`config.mk`:
```
export PLATFORM = sky130hd
export DESIGN_NAME = mac_array_ctrl
export DESIGN_NICKNAME = d
export VERILOG_FILES = /design/src/rtl/mac_array_ctrl.sv
export SDC_FILE = /design/constraint.sdc
export NUM_CORES = 1
export LEC_CHECK = 0
export ABC_AREA = 1
export BUFFER_PORTS_ARGS = -buffer_cell sky130_fd_sc_hd__clkbuf_2
export CORE_UTILIZATION = 40
export CTS_BUF_LIST = sky130_fd_sc_hd__clkbuf_8
export DETAILED_ROUTE_END_ITERATION = 10
export GPL_TIMING_DRIVEN = 0
export PLACE_DENSITY = 0.62
export SLEW_MARGIN = 10
export SYNTH_ARGS = -nofsm -noshare
export SYNTH_HDL_FRONTEND = slang
export SYNTH_SLANG_ARGS = --single-unit
export TNS_END_PERCENT = 100
```
`constraint.sdc`:
```
create_clock -name clk -period 10.7 [get_ports clk]
set_input_delay 2.14 -clock clk [delete_from_list [all_inputs] [get_ports clk]]
set_output_delay 2.14 -clock clk [all_outputs]
set_load 0.05 [all_outputs]
```
`src/rtl/mac_array_ctrl.sv`:
```
// mac_array_ctrl: tile sequencer for the 2D MAC array (kernel load, settle gap, exec stream, drain).
// Read addresses are issued from next-state so they appear registered with the state; inst_w lags by one cycle.
module mac_array_ctrl #(
    parameter int row     = 8,
    parameter int col     = 8,
    parameter int len_bw  = 8,
    parameter int addr_bw = 11
) (
    input  logic               clk,
    input  logic               reset,
    input  logic               start,
    input  logic               mode,
    input  logic [len_bw-1:0]  exec_len,
    input  logic [addr_bw-1:0] w_base,
    input  logic [addr_bw-1:0] x_base,
    output logic               sram_cen,
    output logic [addr_bw-1:0] sram_addr,
    output logic [1:0]         inst_w,
    output logic               mode_select,
    input  logic [col-1:0]     array_valid,
    output logic [len_bw-1:0]  out_cnt,
    output logic               busy,
    output logic               done,
    output logic               err
);
    localparam int tmax = 4 * (row + col) - 1;
    localparam int tw   = $clog2(tmax + 1);
    localparam int cw   = (tw > len_bw) ? tw : len_bw;

    typedef enum logic [2:0] {IDLE, LOAD, GAP, EXEC, DRAIN, FIN} state_t;

    state_t             state, nstate;
    logic [cw-1:0]      cnt, ncnt;
    logic [len_bw-1:0]  len_q;
    logic [addr_bw-1:0] wb_q, xb_q, naddr;
    logic               prev_v, accept, timeout, rd, inc;

    always_comb begin
        nstate  = state;
        ncnt    = cnt + cw'(1);
        timeout = 1'b0;
        accept  = (state == IDLE) && start && (exec_len != '0);
        case (state)
            IDLE: begin
                ncnt = '0;
                if (accept) nstate = LOAD;
            end
            LOAD: if (cnt == cw'(col - 1)) begin
                nstate = GAP;
                ncnt   = '0;
            end
            GAP: if (cnt == cw'(row - 1)) begin
                nstate = EXEC;
                ncnt   = '0;
            end
            EXEC: if (cnt == cw'(len_q) - cw'(1)) begin
                nstate = DRAIN;
                ncnt   = '0;
            end
            DRAIN: begin
                if (out_cnt == len_q) begin
                    nstate = FIN;
                    ncnt   = '0;
                end else if (cnt == cw'(tmax - 1)) begin
                    // the timer would reach tmax on this edge: give up on the tile
                    nstate  = IDLE;
                    timeout = 1'b1;
                    ncnt    = '0;
                end
            end
            default: begin
                nstate = IDLE;
                ncnt   = '0;
            end
        endcase
        rd    = (nstate == LOAD) || (nstate == EXEC);
        naddr = ((nstate == LOAD) ? ((state == IDLE) ? w_base : wb_q) : xb_q) + addr_bw'(ncnt);
        inc   = ((state == EXEC) || (state == DRAIN)) && array_valid[col-1] && !prev_v && (out_cnt != len_q);
    end

    always_ff @(posedge clk) begin
        if (!reset) begin
            state       <= IDLE;
            cnt         <= '0;
            len_q       <= '0;
            wb_q        <= '0;
            xb_q        <= '0;
            prev_v      <= 1'b0;
            inst_w      <= 2'b00;
            sram_cen    <= 1'b1;
            sram_addr   <= '0;
            mode_select <= 1'b0;
            out_cnt     <= '0;
            busy        <= 1'b0;
            done        <= 1'b0;
            err         <= 1'b0;
        end else begin
            state    <= nstate;
            cnt      <= ncnt;
            prev_v   <= array_valid[col-1];
            inst_w   <= {state == EXEC, state == LOAD};
            sram_cen <= !rd;
            busy     <= nstate != IDLE;
            done     <= nstate == FIN;
            err      <= timeout;
            if (rd) sram_addr <= naddr;
            if (accept) begin
                mode_select <= mode;
                len_q       <= exec_len;
                wb_q        <= w_base;
                xb_q        <= x_base;
                out_cnt     <= '0;
            end else if (inc) begin
                out_cnt <= out_cnt + len_bw'(1);
            end
        end
    end
endmodule

```
==> metrics.md <==
| Metric | Value |
|---|---|
| Result of the run | complete, but fails checks |
| Violated checks | DRC |
| Power density normalized to cell area | 155 nW/um^2 |
| Clk sinks | 68 |
| Sw Share | 32.3% |
| Kind of critical path | in -> reg |
| Yosys warnings | 0 |
| # H-tree levels | 3 |
| Number of global-route vias before repair | 3,333 |
| Cell type with the highest occurrence count on the critical path | sky130_fd_sc_hd__nand2_1 |
| Launch point of the worst path | exec_len[1] |
| I/O pin cnt | 68 |
| Wire length per cell | 12.6 um |
| Root buf cell | sky130_fd_sc_hd__clkbuf_8 |
| Max Clock Skew | 11.0 ps |
| Remaining Overflow, GRT | 0 |
| Minimum clock period | 5080 ps |
| Wire length on met2 | 4420 um |
| Die Y-Extent | 97.9 um |
| Switching power of the nets | 0.217 mW |
| Layout cells sized above 1 | 17.4% |
| Post-synthesis cell type count | 38 |
| FF+latch area | 1360 um^2 |
| Clock share of power | 37.1% |
| Layout net count | 675 |
| Leakage dissipation | 2.04 nW |
| Post-synthesis net count | 604 |
| Gate family responsible for the most delay along the worst path | simple AND/OR/NAND/NOR gates |
| Post-Route M1 WL | 4290 um |
| Clk buf depth | 2 |
| Post-synthesis sequential element count | 68 |
| Routed Antenna Nets | 0 |
| Commonest cells after routing, fill and taps aside | sky130_fd_sc_hd__nor2_1, sky130_fd_sc_hd__nand2_1, sky130_fd_sc_hd__dfxtp_1 |
| Most common cell after layout, fill and taps aside | sky130_fd_sc_hd__nor2_1 |
| Netlist area before placement | 3680 um^2 |
| Detailed-route DRC error count | 1 |
| Count of mapped cells out of synthesis | 549 |
| Setup crit start kind | input port |
| Clock slew at the register clock pins of the worst setup and hold paths | 80 ps |
| Top-area cell type share of the netlist area | 37.0% |
| Cell types with the largest area share after synthesis | sky130_fd_sc_hd__dfxtp_1, sky130_fd_sc_hd__nor2_1, sky130_fd_sc_hd__nand2_1, sky130_fd_sc_hd__o21ai_0, sky130_fd_sc_hd__inv_1 |
| Total half-perimeter wirelength after legalization and detailed placement | 7200 um |
| Number of gates resized after CTS | 0 |
| Multi-input combinational cell area | 2010 um^2 |
| Die extent in x | 97.9 um |
| Total met3 wirelength after detailed routing | 330 um |
| Share of power burned in registers | 41.9% |
| Initial DRC count | 130 |
| Standard-cell rows | 34 |
| Via count | 3,578 |
| Final sum of negative setup slack | 0 ps |
| Uppermost signal routing layer after detailed routing | met4 |
| Logic pwr share | 21.0% |
| Final cell utilization of the core | 49.3% |
| Final hold slack | 458 ps |
| Setup slack after placement | 5270 ps |
| Fraction of the cycle the final worst path needs | 47.5% |
| Filler Cells Inserted | 907 |
| Final hold violations | 0 |
| Highest fanout seen on the critical path | 10 |
| Endpoint kind of the worst setup timing path | register |
| Setup WS post-layout | 5620 ps |
| Critical path arrival | 5390 ps |
| Unrepaired setup endpoints after global routing | false |
| Die area | 9580 um^2 |
| Max-slew violation count | 0 |
| Startpoint of the most critical hold path | wb_q[10] |
| Effective utilization at floorplan | 41.8% |
| Slowest cell on the critical path | sky130_fd_sc_hd__fa_1 |
| Signed area change from the synthesized netlist to the final layout | 18.1% |
| Wirelength, routed | 9270 um |
| Antenna violations before repair | 0 |
| Reg-to-reg startpoint | len_q[0] |
| Source-to-sink clock delay at the later pin of the worst-skew pair | 360 ps |
| Worst min path class | reg -> reg |
| Pin count of the biggest net entering global routing | 14 |
| Fraction of the yosys area taken by sequential cells | 37.0% |
| Sum of buffers and inverters on the critical path | 4 |
| Core box area | 8810 um^2 |
| Mean instance size in the synthesized netlist | 6.70 um^2 |
| Num CTS Buffers | 9 |
| Count of input and output buffers | 60 |
| Final Wtd Congestion | 0.869 |
| Total placed cells including tap cells | 717 |
| Largest stage delay on the critical path | 390 ps |
| Worst-margin pin slew | 503 ps |
| Worst Path Required | 11,010 ps |
| Worst voltage drop across the vdd grid | 0.0841 mV |
| Via-to-Cell Ratio | 4.88 |
| Global-route usage over all layers | 20.8% |
| Number of violations of the max-capacitance limit | 0 |
| Internal power of the cells | 0.456 mW |
| Number of detailed-routing iterations run before antenna repair | 7 |
| CTS hold repair buffers | 0 |
| Total of endpoints with negative setup slack in the final report | 0 |
| Worst slew slack as a fraction of its limit | 66.4% |
| Antenna diode instance count | 0 |
| First-pass GRT wire length | 15,600 um |
| Clock tree from TritonCTS | done |
| Cell taking the most area after synthesis | sky130_fd_sc_hd__dfxtp_1 |
| Count of buffers added by post-CTS timing repair for setup | 0 |
| Cell Count, Final, Fillers Out | 733 |
| Maximum frequency from static timing analysis | 0.197 GHz |
[synthesized netlist by cell type (all sizes together)]
library cell,instances
inv,59
or2,5
mux2i,2
nor3b,1
a31oi,7
clkinv,3
o21bai,2
fa,1
buf,6
nor3,12
xor2,6
a211oi,2
nand3b,1
clkbuf,11
nor2,117
a21oi,32
or3,1
o21ai,54
o21a,1
ha,12
xnor2,7
dfxtp,68
nor4,1
nand4,6
nand3,22
nand2,110
[metrics by stage]
stage          area (um^2)  power (mW)
3_3_place_gp          4110       0.428
5_1_grt               4350       0.710
2_1_floorplan         3680       0.391
6_report              4350       0.673
4_1_cts               4350       0.679
3_5_place_dp          4110       0.429
[state kept, by name, summed over array words and instances (netlist names)]
register,cells
wb_q,11
len_q,8
out_cnt,8
done,1
mode_select,1
xb_q,11
inst_w,2
prev_v,1
cnt,8
busy,1
err,1
sram_cen,1
state,3
sram_addr,11
[path summary, 6_finish.rpt]
check / cells after the start / slack (ps) / to
setup / recovery: 26 / 5620 / sram_addr[10]
hold / removal: 2 / 460 / wb_q[10]
setup reg to reg: 29 / 6610 / sram_addr[10]
hold reg to reg: 2 / 460 / wb_q[10]
[area by class of cell]
class / count / share of cell area [%]
Sequential cell: 68 / 31.3
Multi-Input combinational cell: 402 / 46.3
Timing Repair Buffer: 60 / 6.91
Inverter: 62 / 5.36
Buffer: 17 / 1.64
Tap cell: 108 / 3.11
Clock inverter: 6 / 2.16
Clock buffer: 10 / 3.17
[worst register-to-register path, delay by kind of cell, from the launching register on]
| kind | cells | cell delay, ps |
|---|---|---|
| adder cells (fa/ha/maj) | 2 | 760 |
| AND/OR/NAND/NOR | 17 | 1640 |
| AO/OA/AOI/OAI | 5 | 890 |
| flip-flops | 1 | 380 |
| buffers and inverters | 5 | 360 |
[cell families (layout without fill, tap and decap cells)]
logic type	count (synthesis)	after routing	synth area share, %
AOI/OAI and AO/OA	98	98	14.0
adders and majority gates	13	13	4.63
and+or+nand+nor	276	276	32.4
buffers and inverters	79	155	8.26
DFF	68	68	37.0
xor gates and xnor gates	13	13	3.10
muxes	2	2	0.544
[power by group through the flow]
| stage | Clock [mW] | Sequential, mW | Combinational [mW] |
|---|---|---|---|
| finish | 0.249 | 0.282 | 0.141 |
| global route | 0.266 | 0.284 | 0.159 |
| CTS | 0.255 | 0.282 | 0.142 |
| detailed placement | 0 | 0.288 | 0.141 |
| global placement | 0 | 0.288 | 0.140 |
| floorplan | 0 | 0.309 | 0.0815 |
[layer usage]
metal  GRT usage (%)  up-vias
met5               0        -
met4            9.79        0
met3            4.08       17
met2            34.6       66
met1            25.8     1593
li1                -     1902
(Power assumes the default switching activity.)
